### src/rtl/nvboard_btn_in.sv
// NVBoard push-button input block: 2-flop sync, per-input debounce, press pulses and a
// queued event stream. Define NVBOARD_BTN_RELEASE_EVT_EN to also queue release events.
module nvboard_btn_in #(
  parameter int unsigned N          = 5,
  parameter int unsigned DEB_CYCLES = 500000,
  parameter int unsigned FIFO_DEPTH = 4
) (
  input  logic         clk,
  input  logic         rst,
  input  logic [N-1:0] btn_raw,
  output logic [N-1:0] btn_state,
  output logic [N-1:0] btn_press,
  output logic         evt_valid,
  input  logic         evt_ready,
  output logic [7:0]   evt_code,
  output logic         evt_overflow,
  input  logic         clr_ovf
);

  localparam int unsigned CW = $clog2(DEB_CYCLES);
  localparam int unsigned PW = $clog2(FIFO_DEPTH);
  localparam logic [CW-1:0] CntMax = CW'(DEB_CYCLES - 1);
  localparam logic [PW:0]   FillMax = (PW + 1)'(FIFO_DEPTH);

  logic [N-1:0]  sync1_q, sync_q, level_q, flip_q;
  logic [CW-1:0] cnt_q [N];

  logic [N-1:0]  pend_q, pend_d, ptype_q, ptype_d, grant, evt_set;
  logic          found, push, pop, ovf_set, full;
  logic [6:0]    push_idx;
  logic          push_type;

  logic [7:0]    mem_q [FIFO_DEPTH];
  logic [PW-1:0] wr_q, rd_q;
  logic [PW:0]   fill_q;

  // Synchronizer and debounce; level_q is the accepted level, flip_q a one-cycle change pulse.
  always_ff @(posedge clk) begin
    if (rst) begin
      sync1_q <= '0;
      sync_q  <= '0;
      level_q <= '0;
      flip_q  <= '0;
      for (int unsigned i = 0; i < N; i++) cnt_q[i] <= '0;
    end else begin
      sync1_q <= btn_raw;
      sync_q  <= sync1_q;
      for (int unsigned i = 0; i < N; i++) begin
        flip_q[i] <= 1'b0;
        if (sync_q[i] == level_q[i]) begin
          cnt_q[i] <= '0;
        end else if (cnt_q[i] == CntMax) begin
          level_q[i] <= ~level_q[i];
          cnt_q[i]   <= '0;
          flip_q[i]  <= 1'b1;
        end else begin
          cnt_q[i] <= cnt_q[i] + CW'(1);
        end
      end
    end
  end

  always_ff @(posedge clk) begin
    if (rst) begin
      btn_state <= '0;
      btn_press <= '0;
    end else begin
      btn_state <= level_q;
      btn_press <= flip_q & level_q;
    end
  end

`ifdef NVBOARD_BTN_RELEASE_EVT_EN
  assign evt_set = flip_q;
`else
  assign evt_set = flip_q & level_q;
`endif

  assign full = (fill_q == FillMax);
  assign pop  = evt_valid & evt_ready;

  // Lowest-index pending input wins the single push slot.
  always_comb begin
    found     = 1'b0;
    grant     = '0;
    push_idx  = '0;
    push_type = 1'b0;
    for (int unsigned i = 0; i < N; i++) begin
      if (pend_q[i] && !found) begin
        found     = 1'b1;
        grant[i]  = 1'b1;
        push_idx  = 7'(i);
        push_type = ptype_q[i];
      end
    end
    push = found & (~full | pop);
  end

  // An entry pushed this cycle has left, so a new flip on it is not a collision.
  always_comb begin
    pend_d  = pend_q & ~(grant & {N{push}});
    ptype_d = ptype_q;
    ovf_set = 1'b0;
    for (int unsigned i = 0; i < N; i++) begin
      if (evt_set[i]) begin
        if (pend_d[i]) begin
          pend_d[i] = 1'b0;
          ovf_set   = 1'b1;
        end else begin
          pend_d[i]  = 1'b1;
          ptype_d[i] = level_q[i];
        end
      end
    end
  end

  always_ff @(posedge clk) begin
    if (rst) begin
      pend_q       <= '0;
      ptype_q      <= '0;
      evt_overflow <= 1'b0;
    end else begin
      pend_q  <= pend_d;
      ptype_q <= ptype_d;
      if (ovf_set)      evt_overflow <= 1'b1;
      else if (clr_ovf) evt_overflow <= 1'b0;
    end
  end

  always_ff @(posedge clk) begin
    if (push) mem_q[wr_q] <= {push_type, push_idx};
  end

  always_ff @(posedge clk) begin
    if (rst) begin
      wr_q   <= '0;
      rd_q   <= '0;
      fill_q <= '0;
    end else begin
      if (push) wr_q <= wr_q + PW'(1);
      if (pop)  rd_q <= rd_q + PW'(1);
      case ({push, pop})
        2'b10:   fill_q <= fill_q + (PW + 1)'(1);
        2'b01:   fill_q <= fill_q - (PW + 1)'(1);
        default: fill_q <= fill_q;
      endcase
    end
  end

  assign evt_valid = (fill_q != '0);
  assign evt_code  = evt_valid ? mem_q[rd_q] : 8'h00;

endmodule

### config.mk
export PLATFORM = sky130hd
export DESIGN_NAME = nvboard_btn_in
export DESIGN_NICKNAME = d
export VERILOG_FILES = /design/src/rtl/nvboard_btn_in.sv
export SDC_FILE = /design/constraint.sdc
export NUM_CORES = 1
export LEC_CHECK = 0
export BUFFER_PORTS_ARGS = -buffer_cell sky130_fd_sc_hd__buf_2
export CAP_MARGIN = 20
export CORE_MARGIN = 5
export CORE_UTILIZATION = 55
export DETAILED_ROUTE_END_ITERATION = 7
export PLACE_DENSITY = 0.74
export SYNTH_ARGS = -nofsm -noshare
export SYNTH_HDL_FRONTEND = slang
export SYNTH_SLANG_ARGS = --single-unit
### constraint.sdc
create_clock -name clk -period 7.2 [get_ports clk]
set_input_delay 0 -clock clk [delete_from_list [all_inputs] [get_ports clk]]
set_output_delay 0 -clock clk [all_outputs]
set_load 0.05 [all_outputs]
### After elaboration in Yosys (flattened, before gate mapping)

Memories as Yosys holds them, arrays and structs flattened. A register that Yosys moved wholly into a read port is not among the register bits.
Cells that the tools add are included.

* bitwise gates (word level): 38
* mux-type cells: 118
* reductions and logical operators: 21
* equal/unequal tests: 13
* $add $sub $neg: 9

Operators by type and width (number)
* $mux 19: 15
* $mux 1: 96
* $add 19x1->19 const B: 5
* $eq 19x19->1 const B: 5
* $mux 7: 3
* $reduce_and 2->1: 10
* $not 1->1: 16
* $or 1x1->1: 16
* $and 5x5->5: 3
* $mux 8: 1
* $pmux 3 s2: 1
* $eq 1x1->1: 5
* $not 5->5: 1
* $add 2x1->2 const B: 2
* $logic_and 1x1->1: 4
* $logic_not 1->1: 4
* $mux 2: 2
* $reduce_bool 2->1: 2
* $add 3x1->3 const B: 1
* $eq 3x3->1 const B: 1
* $reduce_bool 3->1: 1
* $sub 3x1->3 const B: 1
* $and 1x1->1: 2
* $eq 2x1->1 const B: 1
* $eq 2x2->1 const B: 1

* RAM bits: 127
* flip-flop bits (word level): 48
* memories: 2
* output and inout bits: 20
* logic and storage cells: 221
* bits of input ports: 9

Memory list
* cnt_q: depth 5, width 19, rd ports 5, clocked after Yosys merged registers in 0, write ports 5, line 26 `logic [CW-1:0] cnt_q [N];`
* mem_q: depth 4, width 8, rd ports 1, clocked after Yosys merged registers in 1, write ports 1, line 33 `logic [7:0] mem_q [FIFO_DEPTH];`

### Depth between registers and ports, before layout

Gate-level depths: netlist of run 1.

* word-level depth: 28
* mapped depth: 8
* depth with buffers taken out: 7

### Worst setup path after synthesis of run 1

Ideal clock, no wire load.

* path kind: register to register
* from: register pend_q[0]
* to: register fill_q[2]
* stages on the path, launching flop included: 8
* required time: 7079 ps
* arrival time: 2295 ps
* path slack: 4784 ps
* path buffers: 1
* path through: dfxtp_1 > clkbuf_1 > or4_1 > nor3_2 > inv_1 > fa_1 > a22oi_1 > mux2_2

* longest elaborated chain between the ends: 16
* elaborated cells on any way between the ends: 18
* classes of those cells: eq/ne (2); mux (6); bitwise (1); reduce/logical (9)

RTL lines
* start, declared: line 28 `logic [N-1:0] pend_q, pend_d, ptype_q, ptype_d, grant, evt_set;`
* start signal, assigned: line 123 `pend_q <= pend_d;`
* $mux 1 *: line 89 `if (pend_q[i] && !found) begin`
* $logic_not 1->1: line 89
* $logic_and 1x1->1: line 89
* $mux 1 *: line 89
* $logic_not 1->1: line 89
* $logic_and 1x1->1: line 89
* $mux 1 *: line 89
* $logic_not 1->1: line 89
* $logic_and 1x1->1: line 89
* $mux 1 *: line 89
* $logic_not 1->1: line 89
* $logic_and 1x1->1: line 89
* $mux 1 *: line 89
* $and 1x1->1 *: line 96 `push = found & (~full | pop);`
* $eq 2x1->1 / $eq 2x2->1 (equally long branches): line 142 `case ({push, pop})`
* $pmux 3 s2 / $reduce_bool 2->1 (equally long branches)
* end signal, assigned: line 143 `2'b10: fill_q <= fill_q + (PW + 1)'(1);`
* end signal, assigned: line 144 `2'b01: fill_q <= fill_q - (PW + 1)'(1);`
* end signal, assigned: line 145 `default: fill_q <= fill_q;`
* end, declared: line 35 `logic [PW:0] fill_q;`

Every way passes the cells marked *; elsewhere a longest branch is shown, timed or not.
A chain may end at the register's enable or synchronous reset.

### Final worst setup path of run 1

Ends and elaborated chain as after synthesis.

==> summary.md, run 1 <==
| Metric | Value |
|---|---|
| Area growth syn-to-layout | `16.5%` |
| Syn avg cell area | `10.8 µm²` |
| PostCTS Resize Cnt | `0` |
| Leak | `0.00337 µW` |
| Post-route setup slack | `4.64 ns` |
| Sw Ratio | `22.7%` |
| Max stage delay on crit path | `0.63 ns` |
| Initial Util | `56.5%` |
| Final period utilization | `35.5%` |
| Flop pwr share | `47.8%` |
| Crit end category | `flop` |
| Clock Sink Count | `161` |
| Vias in the first global route | `5462` |
| Height of the die | `130 µm` |
| Combinational fraction of design power | `7.3%` |
| Warnings, synthesis | `0` |
| CP max FO | `10` |
| Rel. slew slack | `39.3%` |
| Final Instance Area | `0.00921 mm²` |
| Max cap viols | `0` |
| Hold Crit Start | `evt_ready` |
| Worst setup SP type | `flop` |
| Largest net degree at the start of global routing | `53` |
| Switching pwr | `510 µW` |
| Seq/Total Area, Yosys | `54.8%` |
| Synth Instances | `734` |
| Fin nets | `880` |
| Vias | `5623` |
| HP Class | `input pin to flop` |
| DRC | `0` |
| Peak Freq | `391 MHz` |
| Root Driver | `clkbuf_16` |
| Floorplan row count | `43` |
| Place WS | `4.66 ns` |
| Global-route total usage across every layer | `18.3%` |
| Layout cells sized above 1 | `8.64%` |
| TritonCTS Buffers | `17` |
| HPWL reported at the end of detailed placement | `9730 µm` |
| Worst EP arrival | `2.87 ns` |
| First-pass GRT wire length | `24900 µm` |
| RSZ-0062 raised after global routing | `no` |
| Asr flop ratio synth | `0%` |
| Vias per cell | `5.37` |
| Clock power share | `44.8%` |
| DP Area | `0.00850 mm²` |
| Combinational family with the most area after synthesis | `simple AND/OR/NAND/NOR gates` |
| Synth unique cells | `58` |
| Status | `completed` |
| Post-synthesis compound-gate area fraction | `7.00%` |
| FF+latch count, synth | `161` |
| Worst Path Buf+Inv | `1` |
| Worst Setup SP | `pend_q[0]` |
| Mux contribution to synthesized area | `2.04%` |
| Number of flops mapped to enable cells by yosys | `111` |
| Die Wd | `130 µm` |
| Slowest cell on crit path | `or4_1` |
| Fin Setup TNS | `0 ns` |
| Final Hold Fails | `0` |
| Commonest non-fill, non-tap cells in the layout | `edfxtp_1, conb_1, nor2_1` |
| H-tree depth | `4` |
| Crit-path leading delay family | `simple AND/OR/NAND/NOR gates` |
| Initial antenna violation count | `0` |
| Crit path cell chain | `or4_1 -> nor3_2 -> inv_1 -> fa_1 -> a22oi_1 -> mux2_2` |
| ANT cells | `0` |
| Post-Syn Area | `0.00790 mm²` |
| Tot Pwr | `2250 µW` |
| CTS tree | `built` |
| Int Power | `1740 µW` |
| DR WL/cell | `13.8 µm` |
| Adder-cell share of the synthesized area | `2.63%` |
| Top Ports | `29` |
| DIE AREA | `0.0169 mm²` |
| Skew final | `0.00481 ns` |
| DRT Wirelength | `14400 µm` |
| Fill cells | `1070` |
| Synth Area in Simple Gates | `23.0%` |
| DRT iter0 DRCs | `477` |
| RePlAce Congestion | `0.910` |
| Xor/xnor share of the synthesized area | `7.31%` |
| CTS max path bufs | `2` |
| Top_reg_cell synth | `edfxtp_1` |
| Final Max Tran Viols | `0` |
| Number of port buffers | `24` |
| Commonest non-fill, non-tap cell in the layout | `edfxtp_1` |
| Clock slew at reported path FFs | `0.06 ns` |
| Setup violations, final | `0` |
| Power per cell area | `244 mW/mm²` |
| Worst r2r src | `pend_q[0]` |
| Worst slew pin tran | `0.897 ns` |
| Worst-Skew Late Latency | `0.42 ns` |
| Worst Path Required | `7.51 ns` |
| Core footprint | `0.0140 mm²` |
| Setup CP Type | `flop to flop` |
| DRT Pass-1 Iters | `5` |
| GRT overflow | `0` |
| Worst VDD drop | `0.151 mV` |
| Post-route minimum period | `2.56 ns` |
| Post-route ant nets | `0` |
-- final timing paths --
path / end / slack, ns / depth (start not counted)
worst max-delay path: fill_q[2] / 4.64 / 6
worst min-delay path: flop / 0.04 / 4
worst max register to register: fill_q[2] / 4.64 / 6
worst min register to register: sync_q[3] / 0.44 / 1
-- cells in the mapped netlist (all sizes together) (5+ instances only) --
cell type	number	area share [%]
ha	15	2.4
and2	17	1.3
o31ai	12	1.1
nor3	18	1.2
clkbuf	19	0.92
mux2i	6	0.76
xnor2	36	4.0
nor2b	23	1.8
a21oi	36	2.3
or4	14	1.4
nor2	95	4.5
buf	7	0.73
and4	13	1.4
nand2	29	1.4
and3	6	0.47
dfxtp	50	13
nor4	14	1.1
inv	31	1.5
o21ai	21	1.3
o21a	5	0.47
nand4	26	2.1
nor4b	7	0.78
or3	21	1.7
xor2	30	3.3
nand3	31	2.0
edfxtp	111	42
-- worst reg2reg max path: cells and delay by family, from the launching register on --
family	cells	cell delay (ns)
fa+ha+maj	1	0.41
buf+inv	1	0.12
compound gates	1	0.19
simple gates	2	1.00
flops	1	0.39
mux	1	0.35
-- layer usage --
| metal | routed length, µm | track usage [%] |
|---|---|---|
| met5 | 0 | 0 |
| met4 | 265 | 7.52 |
| met3 | 574 | 3.64 |
| met2 | 7100 | 30.8 |
| met1 | 6500 | 23.2 |
-- cell type report --
| class | instances | area [µm²] | area share (%) |
|---|---|---|---|
| inverters | 31 | 116 | 1.26 |
| flip-flops and latches | 161 | 4330 | 47.1 |
| repair buffers | 31 | 185 | 2.01 |
| multi-input cells | 613 | 3690 | 40.0 |
| clock inverters | 15 | 238 | 2.58 |
| well taps | 180 | 225 | 2.44 |
| clock buffers | 17 | 425 | 4.62 |
-- state kept, by name, summed over array words and instances, names as in the netlist, named ones only --
register / flops
evt_overflow: 1
sync_q: 5
wr_q: 2
btn_press: 5
fill_q: 3
ptype_q: 5
mem_q: 16
btn_state: 5
pend_q: 5
level_q: 5
cnt_q: 95
sync1_q: 5
rd_q: 2
flip_q: 5
-- power by group through the flow --
stage               Combinational, µW  Clock [µW]  Sequential (µW)
floorplan                         136           0             1080
global placement                  152           0             1090
detailed placement                160           0             1090
CTS                               164        1020             1070
global route                      185        1060             1080
finish                            165        1010             1070
-- cell families after synthesis --
family                   after synthesis
multiplexers                          11
buffers and inverters                 57
AO/OA/AOI/OAI                         90
flip-flops                           161
other                                  2
AND/OR/NAND/NOR                      331
adder cells (fa/ha/maj)               16
XOR/XNOR                              66
-- stage by stage --
stage                     hold slack, ns  util, %  instances
final                             0.0446     65.8       1048
after global routing              0.0934     65.8       1048
after CTS                         0.0304     65.8       1048
after detailed placement           0.216     60.8       1011
after global placement             0.219     60.8       1011
after floorplan                    0.128        -        831
-- what timing repair did --
item	in CTS	in global routing
buffers inserted	0	0
hold endpoints to repair	5	0
hold buffers	5	0
No activity file was read; power rests on OpenSTA's default activity.
==> run 2, diff against run 1 <==
clock period = 2.6 ns   (was 7.2 ns; I/O delays follow)
==> run 2 against run 1 <==
Compared with the run above:
- cell count up 0.57%
- global-route usage is 0.097 points lower
- final area is 0.33% lower
- non-clock buffer count is 6 higher
- setup slack got worse by 4.5 ns
- sequential power grew to 2.8 times the previous value
- critical path type unchanged
- largest cell class unchanged
- largest power group unchanged
==> summary.md, run 2 (synthesis gave the netlist of run 1 again) <==
| Metric | Value |
|---|---|
| DRC | `0` |
| Layout cells sized above 1 | `9.27%` |
| Clock Sink Count | `161` |
| RSZ-0062 raised after global routing | `no` |
| Slowest cell on crit path | `or4_4` |
| Top reg by flops | `cnt_q` |
| DRT Wirelength | `14400 µm` |
| Status | `completed` |
| First-pass GRT wire length | `24800 µm` |
| Final period utilization | `93.0%` |
| Fin nets | `886` |
| Rel. slew slack | `59.2%` |
| Global-route total usage across every layer | `18.2%` |
| PostCTS Resize Cnt | `0` |
| Post-route minimum period | `2.42 ns` |
| Crit-path leading delay family | `simple AND/OR/NAND/NOR gates` |
| DIE AREA | `0.0169 mm²` |
| Placed insts | `1016` |
| Die Wd | `130 µm` |
| Initial antenna violation count | `0` |
| HPWL reported at the end of detailed placement | `10200 µm` |
| Post CTS Setup Buffer Count | `0` |
| Root Driver | `clkbuf_16` |
| Place WS | `0.208 ns` |
| H-tree depth | `4` |
| Fill cells | `1074` |
| RePlAce Congestion | `0.910` |
| CTS tree | `built` |
| Number of port buffers | `24` |
| Worst slew pin tran | `0.607 ns` |
| Max FFs per register | `95` |
| Met1 Usage GRT | `22.9%` |
| Final Hold Fails | `0` |
| Area growth syn-to-layout | `16.2%` |
| DR WL/cell | `13.7 µm` |
| Worst Path Buf+Inv | `0` |
| Worst-Skew Late Latency | `0.43 ns` |
| Clock slew at reported path FFs | `0.07 ns` |
| Worst Path Required | `2.75 ns` |
| Fin Setup TNS | `0 ns` |
| Post-route ant nets | `0` |
| Top Ports | `29` |
| Max cap viols | `0` |
| Vias | `5613` |
| Peak Freq | `414 MHz` |
| Core footprint | `0.0140 mm²` |
| GRT overflow | `0` |
| Crit path cell chain | `or4b_1 -> or4_4 -> o21bai_4 -> nor2_1` |
| Initial Util | `56.5%` |
| Crit end category | `flop` |
| Worst EP arrival | `2.57 ns` |
| Non-Filler Instances | `1054` |
| GR Util met3 | `3.68%` |
| Leak | `0.00335 µW` |
| Floorplan row count | `43` |
| CP max FO | `17` |
| Commonest non-fill, non-tap cell in the layout | `edfxtp_1` |
| Skew final | `0.00977 ns` |
| Height of the die | `130 µm` |
| Gr busiest metal | `met2` |
| Power per cell area | `644 mW/mm²` |
| Vias per cell | `5.33` |
| Worst VDD drop | `0.447 mV` |
| Vias in the first global route | `5433` |
| Largest net degree at the start of global routing | `25` |
| TritonCTS Buffers | `17` |
| DRT Pass-1 Iters | `5` |
| HP Class | `input pin to flop` |
| Commonest non-fill, non-tap cells in the layout | `edfxtp_1, conb_1, nor2_1` |
| ANT cells | `0` |
| Biggest regs | `cnt_q (95), mem_q (16)` |
| Post-route setup slack | `0.182 ns` |
| DRT iter0 DRCs | `503` |
| Setup violations, final | `0` |
| Met2 Usage GRT | `31.4%` |
| Worst setup SP type | `flop` |
| Setup CP Type | `flop to flop` |
| Final Max Tran Viols | `0` |
| Max stage delay on crit path | `0.58 ns` |
| CTS max path bufs | `2` |
-- run 2: tightest hold or removal path, cell delays in order --
cell	delay (ns)
buf_2	0.14
nand3_1	0.11
xor2_1	0.07
nor2_1	0.10
-- run 2: what timing repair did --
action	CTS	global route
hold buffers	6	0
endpoints found under the hold margin	14	0
endpoints found under the setup margin	0	0
-- run 2: routing by layer --
metal	part of all wire (%)	wire length, µm	vias to the layer above
met2	51	7320	94
li1	-	-	2829
met4	1.7	242	0
met1	44	6400	2665
met5	0	0	-
met3	3.3	483	25
-- run 2: power by group --
group,leakage (µW),internal [µW],switching (µW)
clock network,0.000268,1420,1040
logic,0.00151,186,290
registers,0.00157,2840,132
total,0.00335,4450,1460
-- run 2: path summary, 6_finish.rpt --
kind               startpoint           end  slack [ns]  depth (start not counted)
setup / recovery  cnt_q[0][6]  cnt_q[0][11]        0.18                          4
hold / removal      evt_ready          flop        0.04                          4
setup reg to reg  cnt_q[0][6]  cnt_q[0][11]        0.18                          4
hold reg to reg    sync1_q[0]     sync_q[0]        0.44                          1
-- run 2: area by class of cell --
cell class / count / area, µm² / share of cell area, %
timing repair buffer: 37 / 233 / 2.53
tap: 180 / 225 / 2.45
sequential: 161 / 4330 / 47.2
multi-input combinational: 613 / 3690 / 40.2
inverter: 31 / 116 / 1.27
clock inverter: 15 / 160 / 1.74
clock buffer: 17 / 425 / 4.63
-- run 2: through the flow --
stage / instance area [µm²] / util, % / hold WS (ns) / power, µW
after global placement: 8540 / 61.0 / 0.227 / 3460
after CTS: 9180 / 65.6 / 0.0340 / 5950
after floorplan: 8270 / - / 0.128 / 3370
after global routing: 9180 / 65.6 / 0.0774 / 6150
after detailed placement: 8540 / 61.0 / 0.229 / 3490
final: 9180 / 65.6 / 0.0370 / 5920
==> run 3, diff against run 2 <==
SETUP_SLACK_MARGIN = 0.15   (was default)
clock period = 2.9 ns   (was 2.6 ns; I/O delays follow)
==> run 3 against run 2 <==
Compared with the run above:
- global-route usage is 0.056 points lower
- flip-flop and latch count unchanged
- routed wire length down 2.2%
- setup slack improved by 0.21 ns
- core utilization is 0.12 points higher
- combinational power is 12% lower
- critical endpoint is now fill_q[2]
==> summary.md, run 3 (synthesis gave the netlist of run 1 again) <==
| Metric | Value |
|---|---|
| Status | `completed` |
| GRT overflow | `0` |
| DRT Pass-1 Iters | `5` |
| Post-route setup slack | `0.390 ns` |
| Crit-path leading delay family | `simple AND/OR/NAND/NOR gates` |
| Max cap viols | `0` |
| Worst EP arrival | `2.83 ns` |
| Initial antenna violation count | `0` |
| Seq. cell area | `0.00433 mm²` |
| Vias in the first global route | `5456` |
| Area growth syn-to-layout | `16.4%` |
| Final Instance Area | `0.00920 mm²` |
| Crit end category | `flop` |
| Number of port buffers | `24` |
| Met1 Usage GRT | `23.1%` |
| Met2 Usage GRT | `30.1%` |
| Biggest regs | `cnt_q (95), mem_q (16)` |
| Place WS | `0.426 ns` |
| Max stage delay on crit path | `0.61 ns` |
| Global-route total usage across every layer | `18.1%` |
| Post-route minimum period | `2.51 ns` |
| Fin Setup TNS | `0 ns` |
| H-tree depth | `4` |
| Top reg by flops | `cnt_q` |
| Placed insts | `1013` |
| Multi-input logic area | `0.00369 mm²` |
| Sw Ratio | `23.7%` |
| Die Wd | `130 µm` |
| RePlAce Congestion | `0.921` |
| Worst VDD drop | `0.383 mV` |
| Top Ports | `29` |
| Hold Crit Depth | `4` |
| DRT iter0 DRCs | `464` |
| DR WL/cell | `13.4 µm` |
| Clock slew at reported path FFs | `0.06 ns` |
| Worst Setup SP | `pend_q[0]` |
| DP Area | `0.00851 mm²` |
| Worst R2R Path Depth | `6` |
| Worst slew pin tran | `0.600 ns` |
| Power per cell area | `579 mW/mm²` |
| HP Class | `input pin to flop` |
| PostCTS Resize Cnt | `0` |
| Worst-Skew Late Latency | `0.43 ns` |
| Clock Sink Count | `161` |
| Setup CP Type | `flop to flop` |
| Vias | `5584` |
| CP max FO | `10` |
| Worst r2r src | `pend_q[0]` |
| Final period utilization | `86.6%` |
| Rel. slew slack | `59.6%` |
| Peak Freq | `398 MHz` |
| Vias per cell | `5.30` |
| Commonest non-fill, non-tap cell in the layout | `edfxtp_1` |
| RSZ-0062 raised after global routing | `no` |
| Largest net degree at the start of global routing | `22` |
| R2R Path End | `fill_q[2]` |
| Slowest cell on crit path | `or4_1` |
| Hold Crit Start | `evt_ready` |
| Worst Path Required | `3.22 ns` |
| First-pass GRT wire length | `24500 µm` |
| Gr busiest metal | `met2` |
| Fill cells | `1088` |
| Crit path cell chain | `or4_1 -> nor3_2 -> inv_1 -> fa_1 -> a22oi_1 -> mux2_2` |
| CTS max path bufs | `2` |
| DRC | `0` |
| HPWL reported at the end of detailed placement | `10000 µm` |
| Commonest non-fill, non-tap cells in the layout | `edfxtp_1, conb_1, nor2_1` |
| Core footprint | `0.0140 mm²` |
| Height of the die | `130 µm` |
| GR Util met3 | `4.01%` |
| Fin nets | `886` |
| TritonCTS Buffers | `17` |
| Post-route ant nets | `0` |
| Skew final | `0.00850 ns` |
| Leak | `0.00337 µW` |
| Max FFs per register | `95` |
| Final Max Tran Viols | `0` |
| Root Driver | `clkbuf_16` |
| Switching pwr | `1260 µW` |
| Floorplan row count | `43` |
| Layout cells sized above 1 | `8.81%` |
| DIE AREA | `0.0169 mm²` |
| Combinational fraction of design power | `7.8%` |
| Clock power share | `42.1%` |
| Setup slack, reg-to-reg | `0.39 ns` |
| Flop pwr share | `50.1%` |
| Non-Filler Instances | `1054` |
| Initial Util | `56.5%` |
| Int Power | `4060 µW` |
| Worst Path Buf+Inv | `1` |
| Post CTS Setup Buffer Count | `0` |
| CTS tree | `built` |
| ANT cells | `0` |
| DRT Wirelength | `14100 µm` |
| Final Hold Fails | `0` |
| Worst setup SP type | `flop` |
| Post-cts hold buffer count | `9` |
| Setup violations, final | `0` |
| Worst hold endpoint | `rd_q[0]` |
==> run 3: changes by cell type in the layout (fill, tap and decap cells not counted), sizes merged <==
cell and change:
clkinv +6, inv -3, buf -3, clkinvlp -5
bufinv +1, dlygate4sd3 +3, clkbuf +1
==> run 3: power by group through the flow <==
stage | clock [µW] | sequential [µW] | combinational, µW
2_1_floorplan | 0 | 2680 | 337
3_3_place_gp | 0 | 2700 | 383
3_5_place_dp | 0 | 2720 | 401
4_1_cts | 2290 | 2670 | 414
5_1_grt | 2390 | 2690 | 470
6_report | 2240 | 2670 | 418
==> run 3: layout make-up <==
type / instances / area share, %
Clock buffer: 18 / 4.67
Multi-Input combinational cell: 613 / 40.1
Inverter: 31 / 1.27
Tap cell: 180 / 2.45
Sequential cell: 161 / 47.1
Clock inverter: 14 / 1.80
Timing Repair Buffer: 37 / 2.61
==> run 3: per-layer routing <==
metal  routed length [µm]  part of all wire (%)
met5                    0                     0
met4                  218                   1.5
met3                  453                   3.2
met2                 6860                    49
met1                 6580                    47
==> run 3: worst min-delay path: stages <==
cell	delay, ns
buf_2	0.14
o31ai_1	0.13
xor2_1	0.09
nor2_1	0.07
==> run 3: how the worst max path moves through the flow <==
stage,end,cells after the start
after floorplan,fill_q[2],7
after global placement,fill_q[2],6
after detailed placement,fill_q[2],6
after CTS,fill_q[2],6
after global routing,fill_q[2],6
final,fill_q[2],6
==> run 3: metrics by stage <==
stage | utilization (%) | hold slack (ns) | total power [µW]
2_1_floorplan | - | 0.128 | 3020
3_3_place_gp | 60.9 | 0.223 | 3090
3_5_place_dp | 60.9 | 0.218 | 3120
4_1_cts | 65.8 | 0.0206 | 5370
5_1_grt | 65.8 | 0.0926 | 5550
6_report | 65.8 | 0.0471 | 5330
